--- config.mk ---
export PLATFORM = sky130hd
export DESIGN_NAME = vga_capture
export DESIGN_NICKNAME = d
export VERILOG_FILES = /design/src/rtl/vga_capture_pkg.sv /design/src/rtl/vga_capture_sync_edge_detect.sv /design/src/rtl/vga_capture.sv
export SDC_FILE = /design/constraint.sdc
export NUM_CORES = 1
export LEC_CHECK = 0
export CORE_MARGIN = 10
export CORE_UTILIZATION = 63
export DETAILED_ROUTE_END_ITERATION = 12
export GPL_ROUTABILITY_DRIVEN = 0
export PLACE_DENSITY = 0.86
export SYNTH_ARGS = -nofsm -noshare
export SYNTH_HDL_FRONTEND = slang
export SYNTH_SLANG_ARGS = --single-unit
export TNS_END_PERCENT = 20
--- constraint.sdc ---
create_clock -name clk -period 5 [get_ports clk]
set_input_delay 1.25 -clock clk [delete_from_list [all_inputs] [get_ports clk]]
set_output_delay 1.25 -clock clk [all_outputs]
set_load 0.01 [all_outputs]
--- src/rtl/vga_capture_pkg.sv ---
// Shared constants and types for the VGA capture block.
// Defaults describe 640x480@60 sampled by a 100 MHz clock (4 clk per VGA
// pixel) and a 128x96 downsampled capture image.
package vga_capture_pkg;

  localparam int unsigned LINE_CLK    = 3200;  // nominal clk per line
  localparam int unsigned LINE_TOL    = 4;     // +/- clk accepted per line
  localparam int unsigned H_START     = 576;   // first active h_cnt
  localparam int unsigned H_END       = 3135;  // last active h_cnt
  localparam int unsigned FRAME_LINES = 521;
  localparam int unsigned V_START     = 31;    // first active line
  localparam int unsigned V_END       = 510;   // last active line
  localparam int unsigned H_DIV       = 20;    // clk per output column
  localparam int unsigned H_PHASE     = 10;    // sample point inside a column
  localparam int unsigned V_DIV       = 5;     // lines per output row
  localparam int unsigned V_PHASE     = 2;     // sample line inside a row
  localparam int unsigned OUT_COLS    = 128;
  localparam int unsigned OUT_ROWS    = 96;

  localparam int unsigned H_CNT_W    = 12;
  localparam int unsigned LINE_CNT_W = 10;
  localparam int unsigned ADDR_W     = 14;

  typedef enum logic [1:0] {
    SEARCH  = 2'd0,
    VERIFY  = 2'd1,
    CAPTURE = 2'd2
  } state_e;

endpackage

--- src/rtl/vga_capture_sync_edge_detect.sv ---
// Two-flop synchronizer for an active-low sync input plus a falling-edge
// pulse derived from the synchronized value and its one-cycle delayed copy.
// Ports: clk, reset (sync, active-high), async_in (raw pin),
//        fall_pulse (one cycle, high while sync has just gone 1->0).
module sync_edge_detect
  import vga_capture_pkg::*;
(
  input  logic clk,
  input  logic reset,
  input  logic async_in,
  output logic fall_pulse
);

  logic meta_q, meta_d;
  logic sync_q, sync_d;
  logic prev_q, prev_d;

  always_comb begin
    meta_d = async_in;
    sync_d = meta_q;
    prev_d = sync_q;
  end

  // Idle level of the sync lines is high, so reset to 1 to avoid a
  // spurious falling edge right after reset.
  always_ff @(posedge clk) begin
    if (reset) begin
      meta_q <= 1'b1;
      sync_q <= 1'b1;
      prev_q <= 1'b1;
    end else begin
      meta_q <= meta_d;
      sync_q <= sync_d;
      prev_q <= prev_d;
    end
  end

  assign fall_pulse = prev_q & ~sync_q;

endmodule

--- src/rtl/vga_capture.sv ---
// VGA frame grabber: validates incoming HSYNC/VSYNC timing, then writes a
// downsampled image (row*COLS+col addressing) to an external capture memory.
// Ports: clk, reset (sync, active-high); VGA_HSYNC/VGA_VSYNC (active-low,
//        asynchronous); VGA_RED/GREEN/BLUE pixel bits; wr_en/wr_addr/wr_data
//        memory write port; locked (capturing); frame_done (last address
//        written); sync_error (one-cycle timing violation pulse).
module vga_capture
  import vga_capture_pkg::*;
#(
  parameter int unsigned P_LINE_CLK    = LINE_CLK,
  parameter int unsigned P_LINE_TOL    = LINE_TOL,
  parameter int unsigned P_H_START     = H_START,
  parameter int unsigned P_H_END       = H_END,
  parameter int unsigned P_FRAME_LINES = FRAME_LINES,
  parameter int unsigned P_V_START     = V_START,
  parameter int unsigned P_V_END       = V_END,
  parameter int unsigned P_H_DIV       = H_DIV,
  parameter int unsigned P_H_PHASE     = H_PHASE,
  parameter int unsigned P_V_DIV       = V_DIV,
  parameter int unsigned P_V_PHASE     = V_PHASE,
  parameter int unsigned P_COLS        = OUT_COLS,
  parameter int unsigned P_ROWS        = OUT_ROWS
) (
  input  logic        clk,
  input  logic        reset,
  input  logic        VGA_HSYNC,
  input  logic        VGA_VSYNC,
  input  logic        VGA_RED,
  input  logic        VGA_GREEN,
  input  logic        VGA_BLUE,
  output logic        wr_en,
  output logic [13:0] wr_addr,
  output logic [2:0]  wr_data,
  output logic        locked,
  output logic        frame_done,
  output logic        sync_error
);

  // h_cnt at an HSYNC edge is (line length - 1).
  localparam logic [11:0] LEN_MIN   = 12'(P_LINE_CLK - P_LINE_TOL - 1);
  localparam logic [11:0] LEN_MAX   = 12'(P_LINE_CLK + P_LINE_TOL - 1);
  localparam logic [11:0] H_STA_C   = 12'(P_H_START);
  localparam logic [11:0] H_END_C   = 12'(P_H_END);
  localparam logic [11:0] H_PRE_SAT = 12'hFFE;
  localparam logic [9:0]  V_STA_C   = 10'(P_V_START);
  localparam logic [9:0]  V_END_C   = 10'(P_V_END);
  localparam logic [9:0]  LAST_LINE = 10'(P_FRAME_LINES - 1);
  localparam logic [4:0]  H_DIV_M1  = 5'(P_H_DIV - 1);
  localparam logic [4:0]  H_PH_C    = 5'(P_H_PHASE);
  localparam logic [2:0]  V_DIV_M1  = 3'(P_V_DIV - 1);
  localparam logic [2:0]  V_PH_C    = 3'(P_V_PHASE);
  localparam logic [13:0] COLS_C    = 14'(P_COLS);
  localparam logic [13:0] LAST_ADDR = 14'(P_COLS * P_ROWS - 1);

  logic hs_fall, vs_fall;

  sync_edge_detect u_hs_sync (
    .clk        (clk),
    .reset      (reset),
    .async_in   (VGA_HSYNC),
    .fall_pulse (hs_fall)
  );

  sync_edge_detect u_vs_sync (
    .clk        (clk),
    .reset      (reset),
    .async_in   (VGA_VSYNC),
    .fall_pulse (vs_fall)
  );

  logic [2:0]  rgb_meta_q, rgb_meta_d, rgb_sync_q, rgb_sync_d;
  logic [11:0] h_cnt_q, h_cnt_d;
  logic [9:0]  line_cnt_q, line_cnt_d;
  logic [4:0]  h_sub_q, h_sub_d;
  logic [6:0]  col_q, col_d;
  logic [2:0]  v_sub_q, v_sub_d;
  logic [6:0]  row_q, row_d;
  state_e      state_q, state_d;
  logic        bad_q, bad_d;
  logic        armed_q, armed_d;
  logic        wr_en_q, wr_en_d;
  logic [13:0] wr_addr_q, wr_addr_d;
  logic [2:0]  wr_data_q, wr_data_d;
  logic        locked_q, locked_d;
  logic        frame_done_q, frame_done_d;
  logic        sync_error_q, sync_error_d;

  logic        in_h, in_v, line_bad, line_ovf, h_sat, err;
  logic [13:0] addr;

  always_comb begin
    rgb_meta_d = {VGA_RED, VGA_GREEN, VGA_BLUE};
    rgb_sync_d = rgb_meta_q;

    // Horizontal counter, saturating so a lost HSYNC stays visible.
    h_cnt_d = h_cnt_q;
    if (hs_fall)              h_cnt_d = '0;
    else if (h_cnt_q != '1)   h_cnt_d = h_cnt_q + 12'd1;
    h_sat = !hs_fall && (h_cnt_q == H_PRE_SAT);

    line_cnt_d = line_cnt_q;
    if (vs_fall)      line_cnt_d = '0;
    else if (hs_fall) line_cnt_d = line_cnt_q + 10'd1;

    in_h = (h_cnt_q >= H_STA_C) && (h_cnt_q <= H_END_C);
    in_v = (line_cnt_q >= V_STA_C) && (line_cnt_q <= V_END_C);

    // Running sub-counters replace (x-start)/div and (x-start)%div.
    h_sub_d = h_sub_q;
    col_d   = col_q;
    if (hs_fall) begin
      h_sub_d = '0;
      col_d   = '0;
    end else if (in_h) begin
      if (h_sub_q == H_DIV_M1) begin
        h_sub_d = '0;
        col_d   = col_q + 7'd1;
      end else begin
        h_sub_d = h_sub_q + 5'd1;
      end
    end

    // Rows advance as each active line finishes.
    v_sub_d = v_sub_q;
    row_d   = row_q;
    if (vs_fall) begin
      v_sub_d = '0;
      row_d   = '0;
    end else if (hs_fall && in_v) begin
      if (v_sub_q == V_DIV_M1) begin
        v_sub_d = '0;
        row_d   = row_q + 7'd1;
      end else begin
        v_sub_d = v_sub_q + 3'd1;
      end
    end

    line_bad = hs_fall && ((h_cnt_q < LEN_MIN) || (h_cnt_q > LEN_MAX));
    line_ovf = hs_fall && !vs_fall && (line_cnt_q == LAST_LINE);

    // armed_q is low when VERIFY was entered mid-frame; the partial frame
    // is discarded silently and the next full frame is the one verified.
    state_d = state_q;
    bad_d   = bad_q;
    armed_d = armed_q;
    err     = 1'b0;
    case (state_q)
      SEARCH: begin
        if (vs_fall) begin
          state_d = VERIFY;
          bad_d   = 1'b0;
          armed_d = 1'b1;
        end
      end
      VERIFY: begin
        if (line_bad || line_ovf) bad_d = 1'b1;
        if (vs_fall) begin
          if (armed_q) begin
            if (!bad_q && !line_bad && (line_cnt_q == LAST_LINE)) state_d = CAPTURE;
            else                                                 err     = 1'b1;
          end
          armed_d = 1'b1;
          bad_d   = 1'b0;
        end
      end
      CAPTURE: begin
        if (line_bad || line_ovf || (vs_fall && (line_cnt_q != LAST_LINE))) begin
          err     = 1'b1;
          state_d = VERIFY;
          bad_d   = 1'b0;
          armed_d = vs_fall;
        end
      end
      default: state_d = SEARCH;
    endcase
    if (h_sat) begin
      err     = 1'b1;
      state_d = SEARCH;
    end

    addr = ({7'b0, row_q} * COLS_C) + {7'b0, col_q};

    wr_en_d = (state_q == CAPTURE) && in_h && in_v &&
              (h_sub_q == H_PH_C) && (v_sub_q == V_PH_C) && !err;
    wr_addr_d    = wr_en_d ? addr : wr_addr_q;
    wr_data_d    = wr_en_d ? rgb_sync_q : wr_data_q;
    frame_done_d = wr_en_d && (addr == LAST_ADDR);
    locked_d     = (state_d == CAPTURE);
    sync_error_d = err;
  end

  always_ff @(posedge clk) begin
    if (reset) begin
      rgb_meta_q   <= '1;
      rgb_sync_q   <= '1;
      h_cnt_q      <= '0;
      line_cnt_q   <= '0;
      h_sub_q      <= '0;
      col_q        <= '0;
      v_sub_q      <= '0;
      row_q        <= '0;
      state_q      <= SEARCH;
      bad_q        <= 1'b0;
      armed_q      <= 1'b0;
      wr_en_q      <= 1'b0;
      wr_addr_q    <= '0;
      wr_data_q    <= '0;
      locked_q     <= 1'b0;
      frame_done_q <= 1'b0;
      sync_error_q <= 1'b0;
    end else begin
      rgb_meta_q   <= rgb_meta_d;
      rgb_sync_q   <= rgb_sync_d;
      h_cnt_q      <= h_cnt_d;
      line_cnt_q   <= line_cnt_d;
      h_sub_q      <= h_sub_d;
      col_q        <= col_d;
      v_sub_q      <= v_sub_d;
      row_q        <= row_d;
      state_q      <= state_d;
      bad_q        <= bad_d;
      armed_q      <= armed_d;
      wr_en_q      <= wr_en_d;
      wr_addr_q    <= wr_addr_d;
      wr_data_q    <= wr_data_d;
      locked_q     <= locked_d;
      frame_done_q <= frame_done_d;
      sync_error_q <= sync_error_d;
    end
  end

  assign wr_en      = wr_en_q;
  assign wr_addr    = wr_addr_q;
  assign wr_data    = wr_data_q;
  assign locked     = locked_q;
  assign frame_done = frame_done_q;
  assign sync_error = sync_error_q;

endmodule

Word level (Yosys, flattened, before mapping)
Cells that the tools add are included.
- bits in registers: 81
- bits of input ports: 7
- output and inout port bits: 21
- logic and storage cells: 113
- $add $sub $neg: 7
- $lt $le $gt $ge: 6
- equality and inequality tests: 16
- mux-type cells: 23
- bitwise operators: 4
- reductions and logical operators: 34
- operator list (cell ; count):
    $logic_and A1 B1 Y1 ; 16
    $add A14 B7 Y14 ; 1
    $add A7 B1 Y7 const B ; 2
    $eq A14 B14 Y1 const B ; 1
    $add A12 B1 Y12 const B ; 1
    $eq A12 B12 Y1 const B ; 1
    $ge A12 B10 Y1 const B ; 1
    $gt A12 B12 Y1 const B ; 1
    $le A12 B12 Y1 const B ; 1
    $lt A12 B12 Y1 const B ; 1
    $mux W2 ; 6
    $ne A12 B12 Y1 const B ; 1
    $mux W1 ; 11
    $add A10 B1 Y10 const B ; 1
    $eq A10 B10 Y1 const B ; 1
    $ge A10 B5 Y1 const B ; 1
    $le A10 B9 Y1 const B ; 1
    $ne A10 B10 Y1 const B ; 1
    $pmux W2 S3 ; 1
    $reduce_or A2 Y1 ; 3
    $add A5 B1 Y5 const B ; 1
    $eq A5 B4 Y1 const B ; 1
    $eq A5 B5 Y1 const B ; 1
    $logic_not A1 Y1 ; 5
    other kinds (21) ; 29

Logic depth before layout (Yosys ltp)
Gate-level depths: netlist of the first run.
- word-level depth: 14
- depth in mapped cells: 10
- depth with buffers taken out: 8

Cells and area by module
Synthesis of the first run repeated with hierarchy kept, for this count alone.
- cells, all modules: 424
- area total of the unflattened synthesis: 3915.0 µm²
- by module, submodules not included (module ; instances ; cells each ; area an instance (µm²) ; sequential area each (µm²)):
    vga_capture ; 1 ; 410 ; 3744.8 ; 1501.4
    sync_edge_detect ; 2 ; 7 ; 85.1 ; 60.1

Worst setup path before layout of the first run
Ideal clock, no wire load.
- path type: input -> register
- start: input reset
- end: register col_q[0]
- library setup time: 128 ps
- arrival time: 2214 ps
- required time: 4872 ps
- slack: 2659 ps
- cell stages on the path: 5
- path buffers: 3
- cell sequence: clkbuf_1 nand2b_1 clkbuf_1 clkbuf_1 nor2_1
- cells in the longest elaborated chain, start to end: 1
- RTL lines (element ; line ; source):
    start, declared ; vga_capture.sv:25 ; input logic reset,
    $reduce_or A2 Y1 (no source line) ; -- ;
    end signal, assigned ; vga_capture.sv:217 ; col_q <= col_d;
    end, declared ; vga_capture.sv:75 ; logic [6:0] col_q, col_d;
Every way passes these cells.
A chain may end at the register's enable or synchronous reset.

Worst setup path in the final report of the first run
- start: register line_cnt_q[0]
- end: register wr_addr_q[5] (netlist: wr_addr[5])
- cells in the longest elaborated chain, start to end: 9
- elaborated cells on any way between the ends: 21
- those cells by class: order compare: 2; eq/ne: 2; mux: 6; reduce/logical: 11
- RTL lines (element ; line ; source):
    start, declared ; vga_capture.sv:73 ; logic [9:0] line_cnt_q, line_cnt_d;
    start signal, assigned ; vga_capture.sv:215 ; line_cnt_q <= line_cnt_d;
    $eq A10 B10 Y1 ; vga_capture.sv:139, vga_capture.sv:159 ;
    $logic_and A1 B1 Y1 (on tied branches) ; vga_capture.sv:159, vga_capture.sv:139 ;
    $mux W1 or $logic_or A1 B1 Y1 (tied branches) ; vga_capture.sv:159, vga_capture.sv:167 ;
    $mux W1 or $logic_or A1 B1 Y1 (tied branches) ; vga_capture.sv:158, vga_capture.sv:167 ;
    $mux W1 (on tied branches) ; vga_capture.sv:157, vga_capture.sv:167 ;
    $pmux W1 S2 ; vga_capture.sv:147 ; case (state_q)
    $mux W1 ; vga_capture.sv:176 ; if (h_sat) begin
    $logic_not A1 Y1 ; vga_capture.sv:184 ; (h_sub_q == H_PH_C) && (v_sub_q == V_PH_C) && !err;
    $logic_and A1 B1 Y1 (*) ; vga_capture.sv:184 ;
    end signal, assigned ; vga_capture.sv:224 ; wr_addr_q <= wr_addr_d;
    end, declared ; vga_capture.sv:82 ; logic [13:0] wr_addr_q, wr_addr_d;
Mark *: on every way between the ends. The rest lies on a longest branch, timed or not.

==> qor.csv, run 1 <==
stage,metric,value,unit
sta,setup_violations,0,
clocking,clock_latency,0.36,ns
sta,slew_headroom,24.1,%
pwr,power.leakage,1.49,nW
pwr,p_comb_share,4.0,%
place,port_buffers,27,
clocking,clk_path_buf_depth,2,
job,drv_cap,0,
sta,finalHoldViolations,0,
logic_synthesis,synthCells,422,
clocking,clkTransAtPathRegs,0.09,ns
place,place_area,0.00412,mm^2
layout,syn_to_final_growth,12.4,%
global_routing,antenna_found_initial,0,
routing,dr.pass1.iters,4,
clocking,tritoncts.num_buffers,9,
logic_synthesis,synthFlopType,dfxtp_1,
sta,rsz0062_at_grt,no,
logic_synthesis,synth-seq-cells,81,
layout,design_area,0.00431,mm^2
logic_synthesis,synth_area_leaders,"dfxtp_1 (42%), nand2b_1 (6.7%), ha_1 (5.6%), mux2i_1 (5.5%), nor2_1 (4.5%)",
logic_synthesis,yosys_warnings,0,
logic_synthesis,netlist-cell-type-count,51,
critical_path,cp_data_required_time,5.28,ns
critical_path,end_kind,flop,
min_path,hold_start,rgb_meta_q[1],
logic_synthesis,synth_commonest_cells,"dfxtp_1 (81), nor2_1 (46), nand2b_1 (41)",
logic_synthesis,seq_area_frac_synth,42.3,%
sta,fin_crit_sh,59.9,%
clocking,cts_sinks,81,
layout,antenna-diode-count,0,
pwr,switching_share,24.4,%
pwr,p_seq_share,57.0,%
global_routing,grt_use_total,15.6,%
global_routing,grt_pass1_wl,12900,um
global_routing,grt_pass1_vias,2833,
logic_synthesis,async_reset_ff_share,0,%
sta,skew,0.0109,ns
pwr,clkPwrFrac,39.0,%
critical_path,cp.arrival,3.28,ns
routing,wl_per_cell,14.5,um
floorplan,die_y,98.0,um
floorplan,initial_core_util,64.7,%
clocking,cts_setup_buffers,0,
critical_path,path_max_fanout,17,
clocking,cts_max_level,3,
routing,drcViolationCount,0,
critical_path,r2r_cells,8,
pwr,power_density,268,mW/mm^2
critical_path,critical_path_class,reg2reg,
routing,post_drt_via_cell_ratio,5.67,
min_path,worstHoldEndpoint,rgb_sync_q[1],
global_routing,grt-ovfl-total,0,
floorplan,io-pin-count,28,
sta,fin_ws,2.00,ns
routing,dr_total_vias,2970,
logic_synthesis,synth.most_common_cell,dfxtp_1,
floorplan,die-area,0.00960,mm^2
logic_synthesis,syn_nets,446,
sta,tightest_slew,1.13,ns
layout,drive_gt1_share,8.46,%
place,pre_cts_ws,2.04,ns
logic_synthesis,synth_top_area_cell,dfxtp_1,
place,hpwl,5280,um
logic_synthesis,yosysTopAreaCellShare,42.3,%
clocking,cts_tree,built,
sta,drv_slew,0,
clocking,root_buffer,clkbuf_8,
logic_synthesis,synth_edf_count,0,
pwr,internal_power,0.000872,W
global_routing,grt_start_max_net_pins,44,
sta,fin_crit,3.00,ns
critical_path,regToRegSetupSlack,2.00,ns
min_path,whs_path_depth,1,
pwr,peakVddDrop,0.186,mV
sta,finalSetupTns,0,ns
logic_synthesis,synth_area,0.00383,mm^2
floorplan,fp.dieW,98.0,um
min_path,min_path_type,reg2reg,
layout,final_nets,468,
critical_path,r2r-end,wr_addr[5],
routing,finalWirelength,7590,um
logic_synthesis,syn_area_per_cell,9.08,um^2
clocking,post_cts_resized,0,
pwr,power_switching,0.000282,W
sta,holdWs,0.415,ns
outcome,status,"complete, no violations",
floorplan,fp-row-count,28,
critical_path,crit_path_start_kind,flop,
clocking,cts_hold_repair.buffers,0,
sta,timing.fmax,0.334,GHz
critical_path,r2r_start,line_cnt_q[0],
floorplan,core_region_area,0.00592,mm^2
routing,drtIter0Drc,115,
routing,ant_nets,0,
==> final cells by class <==
| class | instances | area (um^2) |
|---|---|---|
| Fill cell | 430 | 1610 |
| Sequential cell | 81 | 1620 |
| Clock buffer | 10 | 138 |
| Inverter | 11 | 41.3 |
| Tap cell | 75 | 93.8 |
| Clock inverter | 6 | 51.3 |
| Multi-Input combinational cell | 313 | 2090 |
| Timing Repair Buffer | 28 | 278 |
==> per-layer routing <==
| layer | vias to the layer above | routed length (um) | part of all wire (%) | global-route usage [%] |
|---|---|---|---|---|
| li1 | 1490 | - | - | - |
| met1 | 1403 | 3370 | 44 | 18.7 |
| met2 | 68 | 3680 | 49 | 26.1 |
| met3 | 9 | 420 | 5.5 | 3.81 |
| met4 | 0 | 114 | 1.5 | 6.60 |
| met5 | - | 0 | 0 | 0 |
==> metrics by stage <==
stage | cells | total power (W) | util, %
2_1_floorplan | 422 | 0.000705 | -
3_3_place_gp | 508 | 0.000716 | 69.6
3_5_place_dp | 508 | 0.000718 | 69.6
4_1_cts | 524 | 0.00116 | 72.8
5_1_grt | 524 | 0.00119 | 72.8
6_report | 524 | 0.00115 | 72.8
==> power by group through the flow <==
stage / clock, W / sequential [W] / combinational, W
finish: 0.000450 / 0.000658 / 0.0000464
global route: 0.000481 / 0.000659 / 0.0000516
CTS: 0.000454 / 0.000657 / 0.0000465
detailed placement: 0 / 0.000673 / 0.0000459
global placement: 0 / 0.000672 / 0.0000442
floorplan: 0 / 0.000671 / 0.0000343
==> cell families (layout without fill, tap and decap cells) <==
kind of cell               after synthesis  after routing  synth area share [%]
adders and majority gates               17             17                  5.55
muxes                                   21             21                  5.48
xor gates and xnor gates                28             28                  6.40
DFF                                     81             81                  42.3
AOI/OAI and AO/OA                       51             51                  8.98
and+or+nand+nor                        196            196                  27.8
buffers and inverters                   28             55                  3.46
==> registers in the layout, indices dropped and copies added, names as in the netlist, 2 cells and up <==
register	flops
rgb_sync_q	3
wr_data	3
state_q	2
line_cnt_q	10
col_q	7
wr_addr	14
row_q	7
h_cnt_q	12
rgb_meta_q	3
h_sub_q	5
v_sub_q	3
==> worst max-delay path, cell delays in order, from the launching register on <==
cell,delay [ns]
dfxtp_1,0.36
inv_1,0.10
ha_1,0.16
nor3b_1,0.30
a41oi_1,0.27
a2111oi_4,0.41
nor3_2,0.14
a211oi_4,0.89
mux2i_1,0.29
==> cell usage in the layout, fill, tap and decap left out, types with 11 or more instances in the layout <==
master	n
a21oi_1	16
clkdlybuf4s50_1	27
dfxtp_1	81
ha_1	17
inv_1	11
mux2i_1	21
nand2_1	29
nand2b_1	41
nand3_1	15
nand4_1	13
nor2_1	46
o21ai_0	11
or2_2	13
xor2_1	19
==> worst max-delay path by stage <==
stage                       start         end  slack [ns]  cells after the start
finish              line_cnt_q[0]  wr_addr[5]        2.00                      8
global route        line_cnt_q[0]  wr_addr[5]        1.80                      8
CTS                 line_cnt_q[0]  wr_addr[5]        2.02                      8
detailed placement          reset    row_q[5]        2.04                      3
global placement            reset  v_sub_q[0]        2.09                      3
floorplan                   reset    col_q[0]        2.66                      5
Power figures use the tool's default switching activity.
==> run 2, diff against run 1 <==
- CORE_UTILIZATION: 63 -> 58
- PLACE_DENSITY: 0.86 -> 0.8
- clock period: 5 -> 2.8 ns (I/O delays scaled with it)
==> run 2 against run 1 <==
  * Sequential cell count did not move
  * Register-to-register slack got worse by 1.7 ns
  * Via count fell by 1.0%
  * Non-clock buffer count rose by 8
  * Critical path type unchanged
  * Critical endpoint is now wr_addr[11]
  * Largest cell class unchanged
  * Largest power group unchanged
==> qor.csv, run 2 (synthesis gave the netlist of run 1 again) <==
stage,metric,value,unit,change
clocking,cts_max_level,3,,unchanged
critical_path,path_max_fanout,17,,unchanged
global_routing,grt-ovfl-total,0,,unchanged
layout,final_common_cell,dfxtp_1,,unchanged
critical_path,critical-path-top-delay-family,compound AO/OA/AOI/OAI gates,,unchanged
sta,fin_crit_sh,88.4,%,was 59.9%
sta,tightest_slew,0.539,ns,was 1.13 ns
pwr,power_density,465,mW/mm^2,was 268 mW/mm^2
floorplan,die-area,0.0103,mm^2,was 0.00960 mm^2
sta,finalSetupTns,0,ns,unchanged
layout,fillers,520,,was 430
critical_path,path_cells,inv_1 -> ha_1 -> nor3b_1 -> a41oi_1 -> a2111oi_4 -> nor3_2 -> a211oi_4 -> buf_4 -> mux2i_1,,was inv_1 -> ha_1 -> nor3b_1 -> a41oi_1 -> a2111oi_4 -> nor3_2 -> a211oi_4 -> mux2i_1
sta,slew_headroom,63.9,%,was 24.1%
place,pre_cts_ws,0.351,ns,was 2.04 ns
routing,wl_per_cell,13.5,um,was 14.5 um
clocking,cts_sinks,81,,unchanged
sta,fin_crit,2.48,ns,was 3.00 ns
layout,drive_gt1_share,10.1,%,was 8.46%
sta,rsz0062_at_grt,no,,unchanged
critical_path,path_buf_inv,2,,was 1
routing,dr.pass1.iters,4,,unchanged
layout,multiInputGateArea,0.00209,mm^2,unchanged
critical_path,cp_data_required_time,3.07,ns,was 5.28 ns
global_routing,grt_use_total,14.8,%,was 15.6%
pwr,power.leakage,1.54,nW,was 1.49 nW
critical_path,cp.arrival,2.75,ns,was 3.28 ns
layout,final_nets,476,,was 468
place,hpwl,5240,um,was 5280 um
routing,post_drt_via_cell_ratio,5.51,,was 5.67
layout,mostFrequentLayoutCells,"dfxtp_1 (81), nor2_1 (46), nand2b_1 (41), nand2_1 (29), clkdlybuf4s50_1 (27)",,unchanged
clocking,cts_setup_buffers,0,,unchanged
floorplan,fp.dieW,101,um,was 98.0 um
sta,drv_slew,0,,unchanged
job,drv_cap,0,,unchanged
critical_path,cp_slowest_cell,a2111oi_4,,was a211oi_4
critical_path,critPathMaxStageDelay,0.39,ns,was 0.89 ns
critical_path,crit_path_start_kind,flop,,unchanged
critical_path,critical_path_class,reg2reg,,unchanged
sta,finalHoldViolations,0,,unchanged
layout,syn_to_final_growth,13.8,%,was 12.4%
sta,fin_ws,0.325,ns,was 2.00 ns
global_routing,grt_pass1_vias,2863,,was 2833
global_routing,grt_start_max_net_pins,43,,was 44
clocking,post_cts_resized,0,,unchanged
routing,ant_nets,0,,unchanged
pwr,peakVddDrop,0.364,mV,was 0.186 mV
global_routing,grt_pass1_wl,12700,um,was 12900 um
clocking,tritoncts.num_buffers,9,,unchanged
critical_path,end_kind,flop,,unchanged
floorplan,die_y,101,um,was 98.0 um
layout,antenna-diode-count,0,,unchanged
routing,drtIter0Drc,106,,was 115
layout,register_area,0.00162,mm^2,unchanged
place,port_buffers,27,,unchanged
sta,setup_violations,0,,unchanged
routing,drcViolationCount,0,,unchanged
floorplan,core_region_area,0.00639,mm^2,was 0.00592 mm^2
global_routing,antenna_found_initial,0,,unchanged
sta,skew,0.00891,ns,was 0.0109 ns
clocking,clk_path_buf_depth,2,,unchanged
sta,timing.fmax,0.404,GHz,was 0.334 GHz
routing,dr_total_vias,2940,,was 2970
floorplan,io-pin-count,28,,unchanged
clocking,root_buffer,clkbuf_8,,unchanged
layout,largest_reg_flops,14,,unchanged
clocking,clock_latency,0.34,ns,was 0.36 ns
clocking,cts_hold_repair.buffers,0,,unchanged
outcome,status,"complete, no violations",,unchanged
floorplan,fp-row-count,29,,was 28
min_path,min_path_type,reg2reg,,unchanged
clocking,clkTransAtPathRegs,0.09,ns,about the same
clocking,cts_tree,built,,unchanged
routing,finalWirelength,7200,um,was 7590 um
floorplan,initial_core_util,60.0,%,was 64.7%
-- run 2: cell count changes in the layout (fill, tap and decap cells not counted), sizes merged --
cell,delta
buf,+8
clkinv,+3
clkbuf,-1
clkinvlp,-1
inv,-1
-- run 2: where the power goes --
part | internal (W) | switching [W]
clock network | 0.000331 | 0.000437
registers | 0.00116 | 0.00000859
logic | 0.0000415 | 0.0000466
-- run 2: path summary, 6_finish.rpt --
| kind | start | to | cells past startpoint | slack (ns) |
|---|---|---|---|---|
| hold / removal | rgb_meta_q[2] | rgb_sync_q[2] | 1 | 0.41 |
| setup / recovery | line_cnt_q[0] | wr_addr[11] | 9 | 0.32 |
| setup reg to reg | line_cnt_q[0] | wr_addr[11] | 9 | 0.32 |
| hold reg to reg | rgb_meta_q[2] | rgb_sync_q[2] | 1 | 0.41 |
-- run 2: per-stage QoR --
| step | hold WS [ns] | total power [W] | util (%) | instances | instance area, um^2 |
|---|---|---|---|---|---|
| floorplan | 0.389 | 0.00126 | - | 422 | 3830 |
| global placement | 0.392 | 0.00129 | 65.5 | 518 | 4180 |
| detailed placement | 0.394 | 0.00129 | 65.5 | 518 | 4180 |
| CTS | 0.416 | 0.00206 | 68.3 | 534 | 4360 |
| global route | 0.421 | 0.00212 | 68.3 | 534 | 4360 |
| finish | 0.414 | 0.00203 | 68.3 | 534 | 4360 |
-- run 2: final cells by class --
class | count | area share (%)
clock buffers | 9 | 2.84
clock inverters | 7 | 1.29
inverters | 11 | 0.946
multi-input cells | 313 | 47.8
repair buffers | 36 | 7.74
well taps | 77 | 2.21
flip-flops and latches | 81 | 37.2
-- run 2: worst reg2reg max path, delay by kind of cell, from the launching register on --
family / cells / cell delay, ns
AO/OA/AOI/OAI: 3 / 0.80
AND/OR/NAND/NOR: 2 / 0.47
buffers and inverters: 2 / 0.41
flip-flops: 1 / 0.34
multiplexers: 1 / 0.24
adder cells (fa/ha/maj): 1 / 0.14
-- run 2: metal layers --
layer | track usage (%) | share of wire (%)
met5 | 0 | 0
met4 | 6.22 | 1.2
met3 | 4.36 | 5.9
met2 | 24.0 | 46
met1 | 17.9 | 47
==> run 3, diff against run 2 <==
- CORE_UTILIZATION: 58 -> 63
- PLACE_DENSITY: 0.8 -> 0.86
- clock period: 2.8 -> 3 ns (I/O delays scaled with it)
==> run 3 against run 2 <==
  * Via count increased by 0.65%
  * Highest routed layer unchanged
  * Register-to-register slack improved by 0.21 ns
  * Routed wire length increased by 1.0%
  * Core utilization up 5.5 points
  * Worst hold slack worse by 0.0011 ns
  * Critical path depth fell by 1
  * Clock power up 4.3%
  * Cell area grew 0.14%
  * Die area is 6.4% lower
==> qor.csv, run 3 (synthesis gave the netlist of run 1 again) <==
stage,metric,value,unit,change
outcome,status,"complete, no violations",,unchanged
critical_path,cp_slowest_cell,a2111oi_4,,unchanged
sta,drv_slew,0,,unchanged
routing,post_drt_via_cell_ratio,5.58,,was 5.51
floorplan,core_region_area,0.00592,mm^2,was 0.00639 mm^2
sta,fin_crit,2.46,ns,was 2.48 ns
sta,finalHoldViolations,0,,unchanged
pwr,power_density,452,mW/mm^2,was 465 mW/mm^2
routing,drcViolationCount,0,,unchanged
pwr,report.power.total,0.00198,W,was 0.00203 W
place,place_area,0.00417,mm^2,was 0.00418 mm^2
layout,design_area,0.00437,mm^2,was 0.00436 mm^2
critical_path,end_kind,flop,,unchanged
floorplan,io-pin-count,28,,unchanged
min_path,hold_start,rgb_meta_q[2],,unchanged
sta,tightest_slew,0.782,ns,was 0.539 ns
critical_path,critPathMaxStageDelay,0.43,ns,was 0.39 ns
place,hpwl,5290,um,was 5240 um
critical_path,cp.arrival,2.74,ns,was 2.75 ns
sta,skew,0.00437,ns,was 0.00891 ns
critical_path,critical-path-top-delay-family,compound AO/OA/AOI/OAI gates,,unchanged
clocking,clk_path_buf_depth,2,,unchanged
layout,antenna-diode-count,0,,unchanged
critical_path,r2r_start,h_cnt_q[0],,was line_cnt_q[0]
clocking,cts_tree,built,,unchanged
job,drv_cap,0,,unchanged
global_routing,grt_start_max_net_pins,33,,was 43
critical_path,path_max_fanout,17,,unchanged
layout,syn_to_final_growth,14.0,%,was 13.8%
layout,multiInputGateArea,0.00209,mm^2,unchanged
sta,setup_violations,0,,unchanged
routing,ant_nets,0,,unchanged
layout,largest_reg_flops,14,,unchanged
pwr,power.leakage,1.54,nW,about the same
clocking,tritoncts.num_buffers,9,,unchanged
routing,finalWirelength,7270,um,was 7200 um
floorplan,initial_core_util,64.7,%,was 60.0%
global_routing,grt_use_total,15.6,%,was 14.8%
sta,slew_headroom,47.8,%,was 63.9%
sta,fin_ws,0.539,ns,was 0.325 ns
critical_path,r2r-end,wr_addr[13],,was wr_addr[11]
pwr,peakVddDrop,0.291,mV,was 0.364 mV
floorplan,die_y,98.0,um,was 101 um
min_path,whs_path_depth,1,,unchanged
sta,timing.fmax,0.406,GHz,was 0.404 GHz
critical_path,cp_data_required_time,3.28,ns,was 3.07 ns
routing,dr_total_vias,2959,,was 2940
clocking,cts_hold_repair.buffers,0,,unchanged
place,port_buffers,27,,unchanged
clocking,cts_sinks,81,,unchanged
floorplan,fp-row-count,28,,was 29
clocking,root_buffer,clkbuf_8,,unchanged
critical_path,crit_path_start_kind,flop,,unchanged
routing,wl_per_cell,13.7,um,was 13.5 um
min_path,worstHoldEndpoint,rgb_sync_q[2],,unchanged
routing,dr.pass1.iters,4,,unchanged
clocking,cts_max_level,3,,unchanged
layout,final_nets,474,,was 476
floorplan,fp.dieW,98.0,um,was 101 um
place,pre_cts_ws,0.550,ns,was 0.351 ns
clocking,clkTransAtPathRegs,0.08,ns,was 0.09 ns
critical_path,path_buf_inv,1,,was 2
clocking,clock_latency,0.35,ns,was 0.34 ns
layout,register_area,0.00162,mm^2,unchanged
layout,mostFrequentLayoutCells,"dfxtp_1 (81), nor2_1 (46), nand2b_1 (41), nand2_1 (29), clkdlybuf4s50_1 (27)",,unchanged
global_routing,antenna_found_initial,0,,unchanged
critical_path,regToRegSetupSlack,0.54,ns,was 0.32 ns
global_routing,grt-ovfl-total,0,,unchanged
layout,fillers,436,,was 520
routing,drtIter0Drc,117,,was 106
sta,rsz0062_at_grt,no,,unchanged
clocking,post_cts_resized,0,,unchanged
global_routing,grt_pass1_wl,12800,um,was 12700 um
critical_path,path_cells,ha_1 -> o211ai_1 -> or3_4 -> a2111oi_4 -> nor3_2 -> a211oi_4 -> buf_4 -> mux2i_1,,was inv_1 -> ha_1 -> nor3b_1 -> a41oi_1 -> a2111oi_4 -> nor3_2 -> a211oi_4 -> buf_4 -> mux2i_1
layout,final_common_cell,dfxtp_1,,unchanged
sta,finalSetupTns,0,ns,unchanged
clocking,cts_setup_buffers,0,,unchanged
layout,drive_gt1_share,9.67,%,was 10.1%
sta,holdWs,0.413,ns,was 0.414 ns
min_path,min_path_type,reg2reg,,unchanged
critical_path,r2r_cells,8,,was 9
sta,fin_crit_sh,82.0,%,was 88.4%
floorplan,die-area,0.00960,mm^2,was 0.0103 mm^2
global_routing,grt_pass1_vias,2821,,was 2863
critical_path,critical_path_class,reg2reg,,unchanged
[run 3: layout make-up]
| type | count | area share (%) |
|---|---|---|
| Clock buffer | 10 | 3.15 |
| Inverter | 11 | 0.945 |
| Tap cell | 75 | 2.15 |
| Clock inverter | 6 | 1.52 |
| Sequential cell | 81 | 37.1 |
| Multi-Input combinational cell | 313 | 47.7 |
| Timing Repair Buffer | 34 | 7.39 |
[run 3: how the worst max path moves through the flow]
stage | start | to | slack [ns] | cells after the start
after global routing | line_cnt_q[1] | wr_addr[7] | 0.35 | 9
after detailed placement | h_cnt_q[0] | wr_addr[13] | 0.55 | 8
after global placement | h_cnt_q[1] | wr_addr[10] | 0.69 | 8
final | h_cnt_q[0] | wr_addr[13] | 0.54 | 8
after CTS | h_cnt_q[0] | wr_addr[13] | 0.55 | 8
after floorplan | h_cnt_q[1] | wr_addr[0] | 0.80 | 9
[run 3: routing by layer]
metal / GRT usage (%) / part of all wire, % / vias up
met2: 25.2 / 46 / 68
li1: - / - / 1501
met4: 7.27 / 1.7 / 0
met5: 0 / 0 / -
met1: 19.0 / 45 / 1380
met3: 3.88 / 6.5 / 10
[run 3: per-stage QoR]
stage               std cells  utilization (%)
finish                    530             73.8
detailed placement        514             70.4
global placement          514             70.4
global route              530             73.8
CTS                       530             73.8
floorplan                 422                -
[run 3: report_power, final]
part           total [W]  switching (W)  internal [W]
Clock           0.000801       0.000391      0.000410
Sequential       0.00109     0.00000821       0.00109
Combinational  0.0000798      0.0000421     0.0000376
Total            0.00198       0.000441       0.00153
[run 3: worst register-to-register path: cells and delay by family (launching register included)]
family	cells	cell delay (ns)
buffers and inverters	1	0.33
AOI/OAI and AO/OA	3	0.68
adders and majority gates	1	0.23
DFF	1	0.40
and+or+nand+nor	2	0.51
muxes	1	0.24
